**src/rtl/adder_pkg.sv**
```systemverilog
// Shared types and helpers for the bit-serial adder: FSM state encoding,
// default operand width and the signed-overflow rule used by scoreboards.
package adder_pkg;

  localparam int DEFAULT_WIDTH = 8;

  typedef enum logic [1:0] {
    IDLE = 2'b00,
    RUN  = 2'b01,
    DONE = 2'b10
  } state_t;

  // Two's-complement overflow: operands share a sign and the sum's sign differs.
  function automatic logic ovf_of(input logic a_msb, input logic b_msb, input logic s_msb);
    return (a_msb == b_msb) && (s_msb != a_msb);
  endfunction

endpackage

```
**src/rtl/serial_fa_cell.sv**
```systemverilog
// One-bit full adder built from two half-adder stages and an OR,
// time-shared by the serial adder controller across all operand bits.
module serial_fa_cell (
  input  logic x,
  input  logic y,
  input  logic ci,
  output logic s,
  output logic co
);

  logic p;
  logic g;
  logic g2;

  assign p  = x ^ y;
  assign g  = x & y;
  assign s  = p ^ ci;
  assign g2 = p & ci;
  assign co = g | g2;

endmodule

```
**src/rtl/serial_adder_ctrl.sv**
```systemverilog
// Bit-serial adder sequencer: accepts an operand pair, adds one bit per cycle
// LSB first through a single full-adder cell, then holds the result until taken.
module serial_adder_ctrl
  import adder_pkg::*;
#(
  parameter int WIDTH = DEFAULT_WIDTH
) (
  input  logic             clk,
  input  logic             rst,
  input  logic             in_valid,
  output logic             in_ready,
  input  logic [WIDTH-1:0] a,
  input  logic [WIDTH-1:0] b,
  input  logic             cin,
  output logic             busy,
  output logic             out_valid,
  input  logic             out_ready,
  output logic [WIDTH-1:0] sum,
  output logic             cout,
  output logic             ovf
);

  localparam int CNT_W = $clog2(WIDTH);

  state_t             state;
  state_t             state_nxt;
  logic [WIDTH-1:0]   a_sr;
  logic [WIDTH-1:0]   b_sr;
  logic [WIDTH-1:0]   res_sr;
  logic [WIDTH-1:0]   res_nxt;
  logic               carry;
  logic [CNT_W-1:0]   cnt;
  logic               last;
  logic               s;
  logic               co;

  serial_fa_cell u_fa (
    .x  (a_sr[0]),
    .y  (b_sr[0]),
    .ci (carry),
    .s  (s),
    .co (co)
  );

  assign last    = (cnt == CNT_W'(WIDTH - 1));
  assign res_nxt = {s, res_sr[WIDTH-1:1]};

  always_ff @(posedge clk) begin
    if (rst) state <= IDLE;
    else     state <= state_nxt;
  end

  always_comb begin
    state_nxt = state;
    in_ready  = 1'b0;
    busy      = 1'b0;
    out_valid = 1'b0;
    case (state)
      IDLE: begin
        in_ready = 1'b1;
        if (in_valid) state_nxt = RUN;
      end
      RUN: begin
        busy = 1'b1;
        if (last) state_nxt = DONE;
      end
      DONE: begin
        out_valid = 1'b1;
        if (out_ready) state_nxt = IDLE;
      end
      default: state_nxt = IDLE;
    endcase
  end

  // carry ^ co at the MSB step is carry-in vs carry-out of the sign bit.
  always_ff @(posedge clk) begin
    if (rst) begin
      a_sr   <= '0;
      b_sr   <= '0;
      res_sr <= '0;
      carry  <= 1'b0;
      cnt    <= '0;
      sum    <= '0;
      cout   <= 1'b0;
      ovf    <= 1'b0;
    end else begin
      case (state)
        IDLE: begin
          if (in_valid) begin
            a_sr   <= a;
            b_sr   <= b;
            carry  <= cin;
            cnt    <= '0;
            res_sr <= '0;
          end
        end
        RUN: begin
          a_sr   <= a_sr >> 1;
          b_sr   <= b_sr >> 1;
          res_sr <= res_nxt;
          carry  <= co;
          if (last) begin
            sum  <= res_nxt;
            cout <= co;
            ovf  <= carry ^ co;
          end else begin
            cnt <= cnt + CNT_W'(1);
          end
        end
        default: ;
      endcase
    end
  end

endmodule

```
**config.mk**
```make
export PLATFORM = sky130hd
export DESIGN_NAME = serial_adder_ctrl
export DESIGN_NICKNAME = d
export VERILOG_FILES = /design/src/rtl/adder_pkg.sv /design/src/rtl/serial_fa_cell.sv /design/src/rtl/serial_adder_ctrl.sv
export SDC_FILE = /design/constraint.sdc
export NUM_CORES = 1
export LEC_CHECK = 0
export CAP_MARGIN = 20
export CORE_MARGIN = 5
export CORE_UTILIZATION = 56
export CTS_BUF_LIST = sky130_fd_sc_hd__clkbuf_4
export CTS_CLUSTER_SIZE = 25
export DETAILED_ROUTE_END_ITERATION = 7
export GPL_ROUTABILITY_DRIVEN = 0
export PLACE_DENSITY = 0.87
export RECOVER_POWER = 25
export SETUP_SLACK_MARGIN = 0.4
export SLEW_MARGIN = 20
export SYNTH_ARGS = -nofsm -noshare
export SYNTH_HDL_FRONTEND = slang
export SYNTH_SLANG_ARGS = --single-unit
```
**constraint.sdc**
```tcl
create_clock -name clk -period 2.83 [get_ports clk]
set_input_delay 0.4245 -clock clk [delete_from_list [all_inputs] [get_ports clk]]
set_output_delay 0.4245 -clock clk [all_outputs]
set_load 0.01 [all_outputs]
```
==> results.toml, run 1 <==
[worst_setup_path]
r2r-start = "state[0]"
path_class = "reg -> out"
max_stage_delay_ns = 0.64
arrival_ns = 1.84
start_kind = "flop"
worstReg2RegEnd = "a_sr[6]"
cp.required_ns = 2.41
crit_path_end_kind = "output pin"
cp_slowest_cell = "clkdlybuf4s50_1"
crit_fanout = 9
reg2regPathDepth = 4
path_cells = "nor2b_1 -> clkdlybuf4s50_1"
r2r_slack_ns = 1.16

[min_path]
hp-start = "res_sr[1]"
hold_depth = 2
worstHoldEndpoint = "sum[0]"
hp-class = "reg -> reg"

[sta]
post-route-min-period_ns = 2.267
fin_worst_skew_ns = 0.007390
slew_violations = 0
max_freq_mhz = 441.1
worst_pin_slew_ns = 0.7792
fin_ws_ns = 0.5628
finalCritPeriodShare_pct = 80.11
fin_tns_setup_ns = 0
rsz0062_at_grt = "no"
maxSlewHeadroom_pct = 47.88
hold_viol = 0
setup_viol = 0

[clocking]
clkTransAtPathRegs_ns = 0.12
root_buffer = "clkbuf_4"
ctsResizeCount = 0
clockBufferDepth = 2
insertion_delay_ns = 0.34
h-tree-depth = 2
cts_sinks = 39
hold_buffers = 0
post_cts_buffers = 0
cts_tree = "done"
numCtsBuffers = 5

[drt]
drc_errors = 0
vias = 1252
drt_iter0_drc = 58
routed_via_density = 5.397
avgRoutedWirePerCell_um = 13.47
dr.pass1.iters = 4
drtAntennaViolNets = 0
drt-total-wl_mm = 3.126

[layout]
final_common_cell = "dfxtp_1"
num_antenna_cells = 0
nFillCells = 215
post-route-util_pct = 73.32
drive_above_1_share_pct = 6.468
seq_area_um2 = 780.7
area_delta_synth_final_pct = 25.86
layout_common_cells = "dfxtp_1, clkdlybuf4s50_1, nor2_1, nand2_1, a211oi_1"
num-nets-final = 224
multi_input_area_um2 = 748.2

[power_and_ir_drop]
ir_worst_vdd_mv = 0.6562
p_sw_share_pct = 22.14
p_clk_share_pct = 39.0
cellLeakagePower_nw = 0.7488
p_comb_share_pct = 11.7
p_per_area_nw_per_um2 = 592.5
p_int_mw = 0.9327
p_seq_share_pct = 49.3
p_sw_mw = 0.2653

[synth]
synthesis.area_um2 = 1607
ys.flop_type = "dfxtp_1"
syn_inst = 169
ys_types = 29
synth_top_area_share_pct = 48.60
yosysSeqAreaShare_pct = 48.60
synth_nets = 193
synth_top_area_cell = "dfxtp_1"
synth.ff_latch_count = 39
synth_area_leaders = "dfxtp_1, mux2i_1, a211oi_1"
syn_avg_cell_area_um2 = 9.506
async_reset_ff_share_pct = 0
synth_warnings = 0
synth_edf_count = 0

[die]
core_um2 = 2758
num_rows = 19
boundaryPins = 34
dieArea_um2 = 4040
start_util_pct = 58.26
die_w_um = 63.56
die_h_um = 63.56

[global_routing]
grt_max_degree = 31
grt_pass1_wl_mm = 5.354
track_usage_pct = 16.13
overflow = 0
antenna_found_initial = 0
first_global_vias = 1221

[job]
max_cap_viol_count = 0

[placement]
portBuffers = 33
place_ws_ns = 0.8090
dpl.hpwl_mm = 2.272

[status]
outcome = "finished, final reports clean"
[cells by family after synthesis]
group	count (synthesis)	synth area share, %
and+or+nand+nor	58	16.20
AOI/OAI and AO/OA	41	17.68
buffers and inverters	12	4.828
xor gates and xnor gates	1	0.5453
DFF	39	48.60
muxes	15	9.346
adders and majority gates	3	2.804
[state kept, by name, summed over array words and instances (netlist names), 2 cells and up]
register,count
a_sr,8
res_sr,7
sum,8
cnt,3
state,2
b_sr,8
[power by group through the flow]
| stage | combinational [mW] | sequential, mW | clock, mW |
|---|---|---|---|
| 3_3_place_gp | 0.134 | 0.602 | 0 |
| 4_1_cts | 0.142 | 0.591 | 0.471 |
| 6_report | 0.141 | 0.591 | 0.467 |
| 2_1_floorplan | 0.0985 | 0.600 | 0 |
| 5_1_grt | 0.155 | 0.594 | 0.499 |
| 3_5_place_dp | 0.141 | 0.603 | 0 |
[layer usage]
layer | global-route usage (%) | share of wire, % | up-vias
met4 | 4.675 | 1.1 | 0
met1 | 18.95 | 44 | 562
met5 | 0 | 0 | -
met3 | 6.217 | 5.5 | 5
met2 | 27.03 | 50 | 28
li1 | - | - | 657
[critical path: cells and delay by family (launching register included)]
family        cells  cell delay (ns)
buf+inv           1             0.64
simple gates      1             0.44
flops             1             0.41
[worst max path at each step]
stage | cells after the start | startpoint | slack [ns] | end
floorplan | 5 | cnt[0] | 1.51 | cnt[1]
global placement | 3 | rst | 0.90 | cnt[0]
detailed placement | 3 | rst | 0.81 | a_sr[1]
CTS | 2 | state[1] | 0.55 | busy
global route | 2 | state[1] | 0.44 | busy
finish | 2 | state[1] | 0.56 | busy
[through the flow]
stage          hold WS (ns)  area (µm²)  total power [mW]  instances
6_report             0.4640        2022             1.198        232
3_5_place_dp         0.4466        1917            0.7439        224
3_3_place_gp         0.4422        1917            0.7357        224
2_1_floorplan        0.4316        1607            0.6986        169
5_1_grt              0.4838        2022             1.248        232
4_1_cts              0.4657        2022             1.204        232
[cell usage after synthesis (2+ instances only)]
library cell and count:
a211oi_1 16, a21oi_1 11, a22oi_1 7, a32oi_1 2, buf_2 4, clkbuf_1 3
dfxtp_1 39, ha_1 2, mux2i_1 15, nand2_1 21, nand2b_1 4, nor2_1 26
nor2b_1 2, o21ai_0 2
[layout make-up]
cell class                      count  share of cell area (%)
Sequential cell                    39                   38.61
Multi-Input combinational cell    118                   37.00
Timing Repair Buffer               35                   17.08
Clock inverter                      2                   2.970
Clock buffer                        6                   2.228
Tap cell                           31                   1.918
Inverter                            1                  0.1856
No activity file was read; power rests on OpenSTA's default activity.
==> run 2, diff against run 1 <==
- CORE_UTILIZATION: 56 -> 52
- PLACE_DENSITY: 0.87 -> 0.81
- clock period: 2.83 -> 2.1 ns (I/O delays scaled with it)
==> run 2 against run 1 <==
Critical endpoint is now sum[1]. Total power increased by 24%. Cell area increased by 0.99%. Global-route usage increased by 0.26 points. Die area increased by 6.5%.
==> results.toml, run 2 (synthesized netlist as in run 1, its figures left out) <==
[sta]
finalCritPeriodShare_pct = 77.74
worst_pin_slew_ns = 0.6026
fin_tns_setup_ns = 0
rsz0062_at_grt = "no"
max_freq_mhz = 612.5
post-route-min-period_ns = 1.633
fin_worst_skew_ns = 0.01173
setup_viol = 0
hold_viol = 0
maxSlewHeadroom_pct = 59.74
slew_violations = 0

[placement]
placed_cells = 228
portBuffers = 33
dpl.hpwl_mm = 2.327

[layout]
num-nets-final = 228
multi_input_area_um2 = 755.7
nFillCells = 260
final_common_cell = "dfxtp_1"
seq_area_um2 = 784.5
stdcell_count = 238
num_antenna_cells = 0
biggestRegsByFlops = "a_sr x8, b_sr x8, sum x8"
drive_above_1_share_pct = 9.268
area_delta_synth_final_pct = 27.10
layout_common_cells = "dfxtp_1, clkdlybuf4s50_1, nor2_1, nand2_1, a211oi_1"

[worst_setup_path]
crit_path_end_kind = "output pin"
crit_family = "buffers and inverters"
cp.required_ns = 1.78
max_stage_delay_ns = 0.58
r2r_slack_ns = 0.52
arrival_ns = 1.32
path_buf_inv = 1
path_cells = "clkdlybuf4s50_1"
crit_fanout = 2
path_class = "reg -> out"
cp_slowest_cell = "clkdlybuf4s50_1"
start_kind = "flop"

[die]
num_rows = 20
start_util_pct = 53.50
die_w_um = 65.59
boundaryPins = 34
die_h_um = 65.59
core_um2 = 3003
dieArea_um2 = 4301

[global_routing]
overflow = 0
antenna_found_initial = 0
grt_pass1_wl_mm = 5.409
track_usage_pct = 16.40
grt_max_degree = 31
first_global_vias = 1249

[drt]
routed_via_density = 5.538
drt-total-wl_mm = 3.159
drt_iter0_drc = 95
vias = 1318
avgRoutedWirePerCell_um = 13.27
drc_errors = 0
drtAntennaViolNets = 0
dr.pass1.iters = 5

[status]
outcome = "finished, final reports clean"

[clocking]
clkTransAtPathRegs_ns = 0.12
cts_sinks = 39
h-tree-depth = 2
clockBufferDepth = 2
cts_tree = "done"
insertion_delay_ns = 0.35
numCtsBuffers = 5
root_buffer = "clkbuf_4"

[job]
max_cap_viol_count = 0

[power_and_ir_drop]
power_mw = 1.484
cellLeakagePower_nw = 0.7820
ir_worst_vdd_mv = 0.4970
p_per_area_nw_per_um2 = 727.0

[min_path]
hp-class = "reg -> reg"
## run 2: changes by cell type in the layout (fill, tap and decap cells not counted), sizes merged
cell and change:
clkbuf -1, dlygate4sd2 +2, clkdlybuf4s50 -3, dlymetal6s2s +1
clkinv +2, buf +4, bufinv -1
## run 2: path summary, 6_finish.rpt
path,cells after the start,startpoint,to
setup / recovery,1,sum[1],sum[1]
hold / removal,2,sum[3],sum[3]
setup reg to reg,4,state[0],b_sr[3]
hold reg to reg,2,sum[3],sum[3]
## run 2: worst reg2reg max path, delay by kind of cell, from the launching register on
kind / cells / cell delay [ns]
and+or+nand+nor: 1 / 0.08
DFF: 1 / 0.43
AOI/OAI and AO/OA: 2 / 0.66
buffers and inverters: 1 / 0.33
## run 2: layer usage
layer | up-vias | share of wire [%] | track usage (%)
met4 | 0 | 3.3 | 9.326
met1 | 577 | 43 | 18.92
met3 | 10 | 6.2 | 4.957
li1 | 668 | - | -
met5 | - | 0 | 0
met2 | 63 | 47 | 26.80
## run 2: where the power goes
part	total (mW)	internal (mW)	switching [mW]
combinational	0.188	0.0994	0.0890
clock	0.499	0.250	0.249
sequential	0.797	0.774	0.0228
total	1.48	1.12	0.361
## run 2: area by class of cell
class | instances | share of cell area (%)
sequential | 39 | 38.42
multi-input combinational | 118 | 37.01
timing repair buffer | 39 | 18.38
clock inverter | 3 | 2.145
tap | 33 | 2.022
clock buffer | 5 | 1.838
inverter | 1 | 0.1838
## run 2: repair_timing
item,in CTS,in global routing
gates resized for setup,7,2
setup buffers,0,2
hold buffers,0,0
endpoints found under the setup margin,5,16
## run 2: through the flow
stage | instance area, µm² | hold WS (ns) | worst slack [ns] | utilization [%]
after floorplan | 1607 | 0.4316 | 0.7784 | -
after global placement | 1934 | 0.4416 | 0.3658 | 64.42
after detailed placement | 1934 | 0.4488 | 0.2686 | 64.42
after CTS | 2023 | 0.4663 | 0.3253 | 67.38
after global routing | 2042 | 0.4792 | 0.3694 | 68.00
final | 2042 | 0.4636 | 0.4674 | 68.00
